## src/rtl/frame_scheduler.sv

```systemverilog
// Byte-serial frame loader that time-multiplexes one processing unit over the channels of a frame.
// Optional proc_done watchdog: define SCHED_TIMEOUT_EN.
module frame_scheduler #(
  parameter int NUM_CHANNELS   = 4,
  parameter int DATA_WIDTH     = 16,
  parameter int TIMEOUT_CYCLES = 64
) (
  input  logic                    clk,
  input  logic                    rst_n,
  input  logic                    write_en_raw,
  input  logic [7:0]              data_in,
  input  logic                    clr_overrun,
  output logic                    proc_start,
  output logic [1:0]              proc_ch,
  output logic [DATA_WIDTH-1:0]   proc_sample,
  input  logic                    proc_done,
  input  logic                    proc_event,
  output logic [NUM_CHANNELS-1:0] event_flags,
  output logic                    frame_done,
  output logic                    busy,
  output logic                    overrun,
  output logic                    timeout_err
);
  localparam int BYTES_PER_FRAME = NUM_CHANNELS * DATA_WIDTH / 8;
  localparam int FRAME_W         = NUM_CHANNELS * DATA_WIDTH;
  localparam int CNT_W           = (BYTES_PER_FRAME > 1) ? $clog2(BYTES_PER_FRAME) : 1;
  localparam logic [CNT_W-1:0] LAST_BYTE = CNT_W'(BYTES_PER_FRAME - 1);
  localparam logic [1:0]       LAST_CH   = 2'(NUM_CHANNELS - 1);

  typedef enum logic [1:0] {IDLE, ISSUE, WAIT, NEXT} state_t;
  state_t state_reg, state_next;

  logic                    we_q_reg, we_prev_reg;
  logic [CNT_W-1:0]        byte_cnt_reg;
  logic [FRAME_W-1:0]      frame_reg, frame_next, work_reg;
  logic [1:0]              ch_reg;
  logic [NUM_CHANNELS-1:0] event_reg, ch_sel;
  logic                    overrun_reg;
  logic                    accept, frame_complete, last_ch, chan_done, timeout_hit;

  assign accept         = we_q_reg & ~we_prev_reg;
  assign frame_complete = accept && (byte_cnt_reg == LAST_BYTE);
  assign last_ch        = (ch_reg == LAST_CH);
  assign chan_done      = (state_reg == WAIT) && (proc_done || timeout_hit);

  for (genvar gi = 0; gi < NUM_CHANNELS; gi++) begin : g_ch_sel
    assign ch_sel[gi] = (ch_reg == 2'(gi));
  end

  // Merge the incoming byte so the last byte of a frame reaches the working register in the same cycle.
  always_comb begin
    frame_next = frame_reg;
    for (int i = 0; i < BYTES_PER_FRAME; i++) begin
      if (accept && byte_cnt_reg == CNT_W'(BYTES_PER_FRAME - 1 - i))
        frame_next[i*8 +: 8] = data_in;
    end
  end

`ifdef SCHED_TIMEOUT_EN
  localparam int TO_W = $clog2(TIMEOUT_CYCLES + 1);
  logic [TO_W-1:0] wait_cnt_reg;
  logic            timeout_reg;

  assign timeout_hit = (state_reg == WAIT) && !proc_done &&
                       (wait_cnt_reg == TO_W'(TIMEOUT_CYCLES - 1));
  assign timeout_err = timeout_reg;

  always_ff @(posedge clk) begin
    if (!rst_n) begin
      wait_cnt_reg <= '0;
      timeout_reg  <= 1'b0;
    end else begin
      wait_cnt_reg <= (state_reg == WAIT) ? wait_cnt_reg + TO_W'(1) : '0;
      if (timeout_hit) timeout_reg <= 1'b1;
    end
  end
`else
  assign timeout_hit = 1'b0;
  // Watchdog absent: flag is constant 0 (TIMEOUT_CYCLES is always positive).
  assign timeout_err = (TIMEOUT_CYCLES < 0);
`endif

  always_ff @(posedge clk) begin
    if (!rst_n) begin
      state_reg    <= IDLE;
      we_q_reg     <= 1'b0;
      we_prev_reg  <= 1'b0;
      byte_cnt_reg <= '0;
      frame_reg    <= '0;
      work_reg     <= '0;
      ch_reg       <= '0;
      event_reg    <= '0;
      overrun_reg  <= 1'b0;
    end else begin
      state_reg   <= state_next;
      we_q_reg    <= write_en_raw;
      we_prev_reg <= we_q_reg;
      frame_reg   <= frame_next;
      if (accept)
        byte_cnt_reg <= (byte_cnt_reg == LAST_BYTE) ? '0 : byte_cnt_reg + CNT_W'(1);
      if (frame_complete && state_reg == IDLE)
        work_reg <= frame_next;
      if (state_reg == IDLE)
        ch_reg <= '0;
      else if (state_reg == NEXT)
        ch_reg <= last_ch ? 2'd0 : ch_reg + 2'd1;
      for (int i = 0; i < NUM_CHANNELS; i++) begin
        if (chan_done && ch_sel[i]) event_reg[i] <= proc_done & proc_event;
      end
      if (frame_complete && state_reg != IDLE)
        overrun_reg <= 1'b1;
      else if (clr_overrun)
        overrun_reg <= 1'b0;
    end
  end

  always_comb begin
    state_next = state_reg;
    case (state_reg)
      IDLE:    if (frame_complete) state_next = ISSUE;
      ISSUE:   state_next = WAIT;
      WAIT:    if (chan_done) state_next = NEXT;
      NEXT:    state_next = last_ch ? IDLE : ISSUE;
      default: state_next = IDLE;
    endcase
  end

  always_comb begin
    proc_start  = (state_reg == ISSUE);
    busy        = (state_reg != IDLE);
    frame_done  = (state_reg == NEXT) && last_ch;
    proc_sample = '0;
    for (int i = 0; i < NUM_CHANNELS; i++) begin
      if (busy && ch_sel[i]) proc_sample = work_reg[i*DATA_WIDTH +: DATA_WIDTH];
    end
  end

  assign proc_ch     = ch_reg;
  assign event_flags = event_reg;
  assign overrun     = overrun_reg;
endmodule
```

## config.mk

```make
export PLATFORM = sky130hd
export DESIGN_NAME = frame_scheduler
export DESIGN_NICKNAME = d
export VERILOG_FILES = /design/src/rtl/frame_scheduler.sv
export SDC_FILE = /design/constraint.sdc
export NUM_CORES = 1
export LEC_CHECK = 0
export CAP_MARGIN = 10
export CORE_MARGIN = 3
export CORE_UTILIZATION = 55
export CTS_BUF_LIST = sky130_fd_sc_hd__clkbuf_4 sky130_fd_sc_hd__clkbuf_8
export CTS_CLUSTER_DIAMETER = 120
export DETAILED_ROUTE_END_ITERATION = 12
export GPL_ROUTABILITY_DRIVEN = 0
export GPL_TIMING_DRIVEN = 1
export HOLD_SLACK_MARGIN = 0.12
export PLACE_DENSITY = 0.8
export SYNTH_ARGS = -nofsm -noshare
export SYNTH_HDL_FRONTEND = slang
export SYNTH_SLANG_ARGS = --single-unit
```

## constraint.sdc

```tcl
create_clock -name clk -period 1.9 [get_ports clk]
set_input_delay 0.38 -clock clk [delete_from_list [all_inputs] [get_ports clk]]
set_output_delay 0.38 -clock clk [all_outputs]
set_load 0.1 [all_outputs]
```

==> results.toml, run 1 <==
[status]
outcome = "finished with violations"
violations = "negative setup slack"

[finish]
drive_gt1_share_pct = 24.0
antenna_cells = 0
regArea_um2 = 2690
multi_input_area_um2 = 3110
layout_common_cells = "dfxtp_1, mux2i_1, nor2b_1, o21ai_0, a21oi_1"
synthToLayoutAreaGrowth_pct = 30.8
final_common_cell = "dfxtp_1"
finalInstanceArea_um2 = 7470
fin_nets = 674
largest_reg_flops = 64
nFillCells = 685

[critical_path]
r2r_cells = 6
path_max_fanout = 16
cpPeakStageDelay_ns = 0.40
rr_startpoint = "byte_cnt_reg[0]$_SDFFE_PN0P_"
critical-path-top-delay-family = "compound AO/OA/AOI/OAI gates"
critPathBufInv = 3
arrival_ns = 2.01
worst_setup_path_end_kind = "output port"
crit_type = "reg -> out"
crit_chain = "inv_4 -> ha_2 -> buf_12 -> a21o_1 -> a32oi_4 -> o21ai_4 -> buf_12"
startpoint_type = "flop"
cpMaxStageDelayCell = "dfxtp_4"
reg2reg_to = "work_reg[30]$_SDFFE_PN0P_"
cp.required_ns = 1.52
r2r_slack_ns = 0.12
crit_path_frequent_cell = "buf_12"

[synthesis]
yosysWarnings = 0
yosys.area_share.simple_pct = 13.0
synthDistinctLibCells = 32
synth_compound_area_share_pct = 18.9
synth_area_per_cell_um2 = 9.41
async_flop_share_pct = 0
synth_nets = 636
ys.flop_type = "dfxtp_1"
synth_top_family_by_area = "compound AO/OA/AOI/OAI gates"
synthMuxAreaShare_pct = 11.4
synth_fa_ha_area_share_pct = 3.29
ys_seq_elements = 134
yosys.area_share.xor_xnor_pct = 0
syn_inst = 607
synth_seq_area_share_pct = 47.0
synthesis.area_um2 = 5710
synth_edf_count = 0

[grt]
grt_overflow = 0
antenna_found_initial = 0
grt_pass1_vias = 4611
grt_start_max_net_pins = 135
grt_util_all_layers_pct = 27.1
grt_pass1_wl_mm = 24.1

[timing]
tightestPinTransition_ns = 0.590
slew_headroom_pct = 60.5
grt_setup_unrepaired = "true"
whs_ns = 0.449
setup_viol = 17
finalCriticalPeriod_ns = 2.39
slew_viol_final = 0
fin_ws_ns = -0.492
max_freq_mhz = 418
hold_viol = 0
clock_skew_ns = 0.0143
fin_crit_sh_pct = 126

[clock_network]
clkTransAtPathRegs_ns = 0.09
hold_buffers = 0
cts_tree = "done"
numCtsBuffers = 17
clock_sinks = 134
clockBufferDepth = 2
clockRootBuffer = "clkbuf_8"
worst_skew_pair.late_latency_ns = 0.46
cts-htree-levels = 4

[floorplanning]
fp.dieW_um = 108
start_util_pct = 57.4
ios = 41
row_count = 36
coreArea_um2 = 9950
die-area_um2 = 11600
die_y_um = 108

[routing]
vias_per_cell = 5.84
drtIter0Drc = 244
num_vias = 4619
drtAntennaViolNets = 0
routed_wl_mm = 14.9
drc = 0
wl_per_cell_um = 18.8
dr.pass1.iters = 5

[place]
dp_hpwl_mm = 9.00
portBuffers = 39
preCtsSetupSlack_ns = -0.127
dpl_cell_area_um2 = 6850

[worst_hold_path]
min_path_cells = 4
hold_end = "work_reg[25]$_SDFFE_PN0P_"
hold_class = "in -> reg"
hold_start = "rst_n"

[power]
power_mw = 5.42
leakage_nw = 3.06
peakVddDrop_v = 0.000619
p_per_area_nw_per_um2 = 726

[job]
maxCapViolCount = 0
==> routing by layer <==
metal | global-route usage, % | vias to the layer above | wire, um
met5 | 0 | - | 0
met4 | 11.4 | 0 | 461
met3 | 7.14 | 36 | 658
met2 | 43.9 | 135 | 7280
met1 | 34.2 | 2273 | 6480
li1 | - | 2175 | -
==> where the power goes <==
group	internal [mW]	switching (mW)	leakage, nW
clock network	1.10	1.23	0.196
registers	2.82	0.0165	1.08
logic	0.105	0.147	1.78
total	4.03	1.39	3.06
==> final cells by class <==
| class | instances | share of cell area (%) |
|---|---|---|
| Multi-Input combinational cell | 400 | 41.5 |
| Sequential cell | 134 | 36.0 |
| Inverter | 10 | 0.636 |
| Tap cell | 133 | 2.23 |
| Clock buffer | 18 | 3.31 |
| Clock inverter | 14 | 1.89 |
| Timing Repair Buffer | 82 | 14.4 |
==> worst register-to-register path, delay by kind of cell (launching register included) <==
kind,cells,cell delay (ns)
flops,1,0.41
compound gates,2,0.34
fa+ha+maj,2,0.40
simple gates,1,0.35
buf+inv,1,0.21
==> cells by family after synthesis <==
family / count (synthesis)
flops: 134
mux: 65
other cells: 1
compound gates: 189
buf+inv: 73
simple gates: 130
fa+ha+maj: 15
==> worst max-delay path by stage <==
| stage | startpoint | to | slack (ns) | cells past startpoint |
|---|---|---|---|---|
| global placement | state_reg[0]$_SDFFE_PN0P_ | proc_sample[14] | -0.09 | 8 |
| finish | proc_ch[1]$_SDFFE_PP0P_ | proc_sample[8] | -0.49 | 7 |
| floorplan | proc_ch[1]$_SDFFE_PP0P_ | proc_sample[10] | -0.39 | 8 |
| global route | proc_ch[1]$_SDFFE_PP0P_ | proc_sample[8] | -0.55 | 7 |
| detailed placement | state_reg[0]$_SDFFE_PN0P_ | proc_sample[0] | -0.13 | 7 |
| CTS | proc_ch[1]$_SDFFE_PP0P_ | proc_sample[8] | -0.49 | 7 |
==> metrics by stage <==
step	util, %	std cells	setup TNS [ns]
global placement	68.8	754	-1.08
finish	75.1	791	-7.19
global route	75.1	791	-8.63
floorplan	-	607	-5.64
detailed placement	68.8	754	-1.59
CTS	74.7	789	-7.59
==> repair_timing <==
item                                    CTS  global route
gates cloned                              1             0
endpoints found under the hold margin     0             0
gates resized for setup                  28             6
pin swaps                                 9             6
setup buffers                             2             2
endpoints found under the setup margin   18            28
==> Yosys cell counts, types with 2 or more instances <==
cell	instances	share of area [%]
dfxtp_1	134	47
o21ai_0	78	6.8
mux2i_1	65	11
nor2b_1	65	7.1
a21oi_1	57	5.0
nand2_1	36	2.4
buf_2	28	2.5
clkbuf_1	23	1.5
a21o_1	16	2.1
a32oi_1	16	2.5
ha_1	15	3.3
o21ai_1	10	0.88
inv_1	9	0.59
a21boi_0	8	1.1
buf_4	7	0.92
nand3_1	5	0.44
nor2_1	5	0.33
and2_1	4	0.44
buf_6	4	0.79
nand2b_1	4	0.44
nand4b_1	4	0.61
and4bb_2	3	0.66
nand3b_1	2	0.26
Power figures use the tool's default switching activity.
==> run 2, diff against run 1 <==
Settings changed: CORE_MARGIN 3 to 5.
==> run 2 against run 1 <==
Against the previous run: flip-flop and latch count is the same; cell count fell by 0.63%; critical path type unchanged; design area barely moved; clock skew is 0.0044 ns lower; count of clock-buffer cells in the layout is 1 higher; largest cell class unchanged; via count increased by 2.3%; sequential share of layout area barely moved; combinational power barely moved; critical endpoint is now proc_sample[12]; worst hold slack better by 0.039 ns; the flow still finishes with violations (negative setup slack); maximum frequency up 1.7%; non-clock buffer count shrank 8.
==> results.toml, run 2 (synthesis gave the netlist of run 1 again) <==
[job]
maxCapViolCount = 0

[finish]
drive_gt1_share_pct = 23.1
layout_common_cells = "dfxtp_1, mux2i_1, nor2b_1, a21oi_1, o21ai_0"
antenna_cells = 0
final_common_cell = "dfxtp_1"
largest_reg_flops = 64
instances_no_fill = 786
fin_nets = 666
synthToLayoutAreaGrowth_pct = 30.8

[power]
intPower_mw = 4.03
p_per_area_nw_per_um2 = 720
p_sw_mw = 1.35
p_seq_share_pct = 52.8
comb_power_share_pct = 4.7
p_sw_share_pct = 25.1
power_mw = 5.38
peakVddDrop_v = 0.000602
leakage_nw = 3.02
power_frac_clock_pct = 42.5

[clock_network]
cts-htree-levels = 4
clockBufferDepth = 2
clockRootBuffer = "clkbuf_8"
worst_skew_pair.late_latency_ns = 0.44
hold_buffers = 0
clkTransAtPathRegs_ns = 0.08
numCtsBuffers = 17
clock_sinks = 134
cts_tree = "done"

[worst_hold_path]
min_path_cells = 4
hold_class = "in -> reg"

[floorplanning]
start_util_pct = 55.8
row_count = 37
coreArea_um2 = 10200
die_y_um = 112
ios = 41
fp.dieW_um = 112
die-area_um2 = 12500

[grt]
antenna_found_initial = 0
grt_pass1_wl_mm = 24.5
grt_overflow = 0
grt_pass1_vias = 4709
grt_start_max_net_pins = 135
grt_util_all_layers_pct = 24.8

[status]
violations = "negative setup slack"
outcome = "finished with violations"

[routing]
drtAntennaViolNets = 0
vias_per_cell = 6.01
routed_wl_mm = 15.8
drtIter0Drc = 348
wl_per_cell_um = 20.2
num_vias = 4723
drc = 0
dr.pass1.iters = 5

[critical_path]
worst_setup_path_end_kind = "output port"
r2r_cells = 6
cpPeakStageDelay_ns = 0.37
critPathBufInv = 3
crit_type = "reg -> out"
cp_num_cells = 7
cpMaxStageDelayCell = "dfxtp_4"
path_max_fanout = 8
cp.required_ns = 1.52
critical-path-top-delay-family = "buffers and inverters"
crit_chain = "inv_4 -> ha_4 -> nor2b_4 -> clkbuf_16 -> a32oi_2 -> o21ai_4 -> buf_12"
startpoint_type = "flop"
arrival_ns = 1.97

[timing]
finalCriticalPeriod_ns = 2.35
max_freq_mhz = 425
setup_viol = 17
hold_viol = 0
fin_ws_ns = -0.451
slew_viol_final = 0
slew_headroom_pct = 63.3
clock_skew_ns = 0.00989
tightestPinTransition_ns = 0.548
fin_crit_sh_pct = 124
whs_ns = 0.488
grt_setup_unrepaired = "true"

[place]
portBuffers = 39
dp_hpwl_mm = 9.21
placed_cells = 747
## run 2: stage by stage
| stage | cell area, um2 | setup WS, ns | setup TNS (ns) | util [%] |
|---|---|---|---|---|
| 2_1_floorplan | 6020 | -0.392 | -5.64 | - |
| 3_3_place_gp | 6740 | -0.0920 | -0.714 | 65.9 |
| 3_5_place_dp | 6740 | -0.165 | -2.03 | 65.9 |
| 4_1_cts | 7390 | -0.486 | -7.15 | 72.2 |
| 5_1_grt | 7470 | -0.541 | -7.99 | 73.0 |
| 6_report | 7470 | -0.451 | -6.74 | 73.0 |
## run 2: layout make-up
| type | instances | area [um2] |
|---|---|---|
| multi-input cells | 400 | 3150 |
| fillers | 668 | 2760 |
| flip-flops and latches | 134 | 2690 |
| repair buffers | 74 | 1030 |
| clock buffers | 19 | 255 |
| well taps | 136 | 170 |
| clock inverters | 13 | 123 |
| inverters | 10 | 47.5 |
## run 2: power by group through the flow
| stage | Sequential (mW) | Combinational (mW) | Clock (mW) |
|---|---|---|---|
| global route | 2.85 | 0.266 | 2.44 |
| floorplan | 2.90 | 0.171 | 0 |
| CTS | 2.84 | 0.248 | 2.31 |
| finish | 2.84 | 0.251 | 2.29 |
| global placement | 2.91 | 0.230 | 0 |
| detailed placement | 2.91 | 0.236 | 0 |
## run 2: timing repair
action,CTS,global route
hold endpoints to repair,0,0
resized for setup,42,4
buffers inserted,1,2
endpoints found under the setup margin,18,25
pin swaps,13,10
cloned,2,2
## run 2: worst register-to-register path: cells and delay by family (launching register included)
family,cells,cell delay (ns)
AOI/OAI and AO/OA,2,0.33
adders and majority gates,2,0.43
and+or+nand+nor,1,0.35
DFF,1,0.40
buffers and inverters,1,0.20
## run 2: final timing paths
path,from,endpoint,slack [ns]
worst max-delay path,proc_ch[1]$_SDFFE_PP0P_,proc_sample[12],-0.45
worst min-delay path,rst_n,proc_ch[0]$_SDFFE_PP0P_,0.49
worst max register to register,byte_cnt_reg[0]$_SDFFE_PN0P_,work_reg[31]$_SDFFE_PN0P_,0.11
worst min register to register,work_reg[0]$_SDFFE_PN0P_,work_reg[0]$_SDFFE_PN0P_,0.49
## run 2: per-layer routing
metal	vias up	share of wire (%)	GRT usage (%)
met4	0	4.4	13.3
met3	56	5.8	6.96
li1	2159	-	-
met5	-	0	0
met2	200	49	39.8
met1	2308	41	30.2
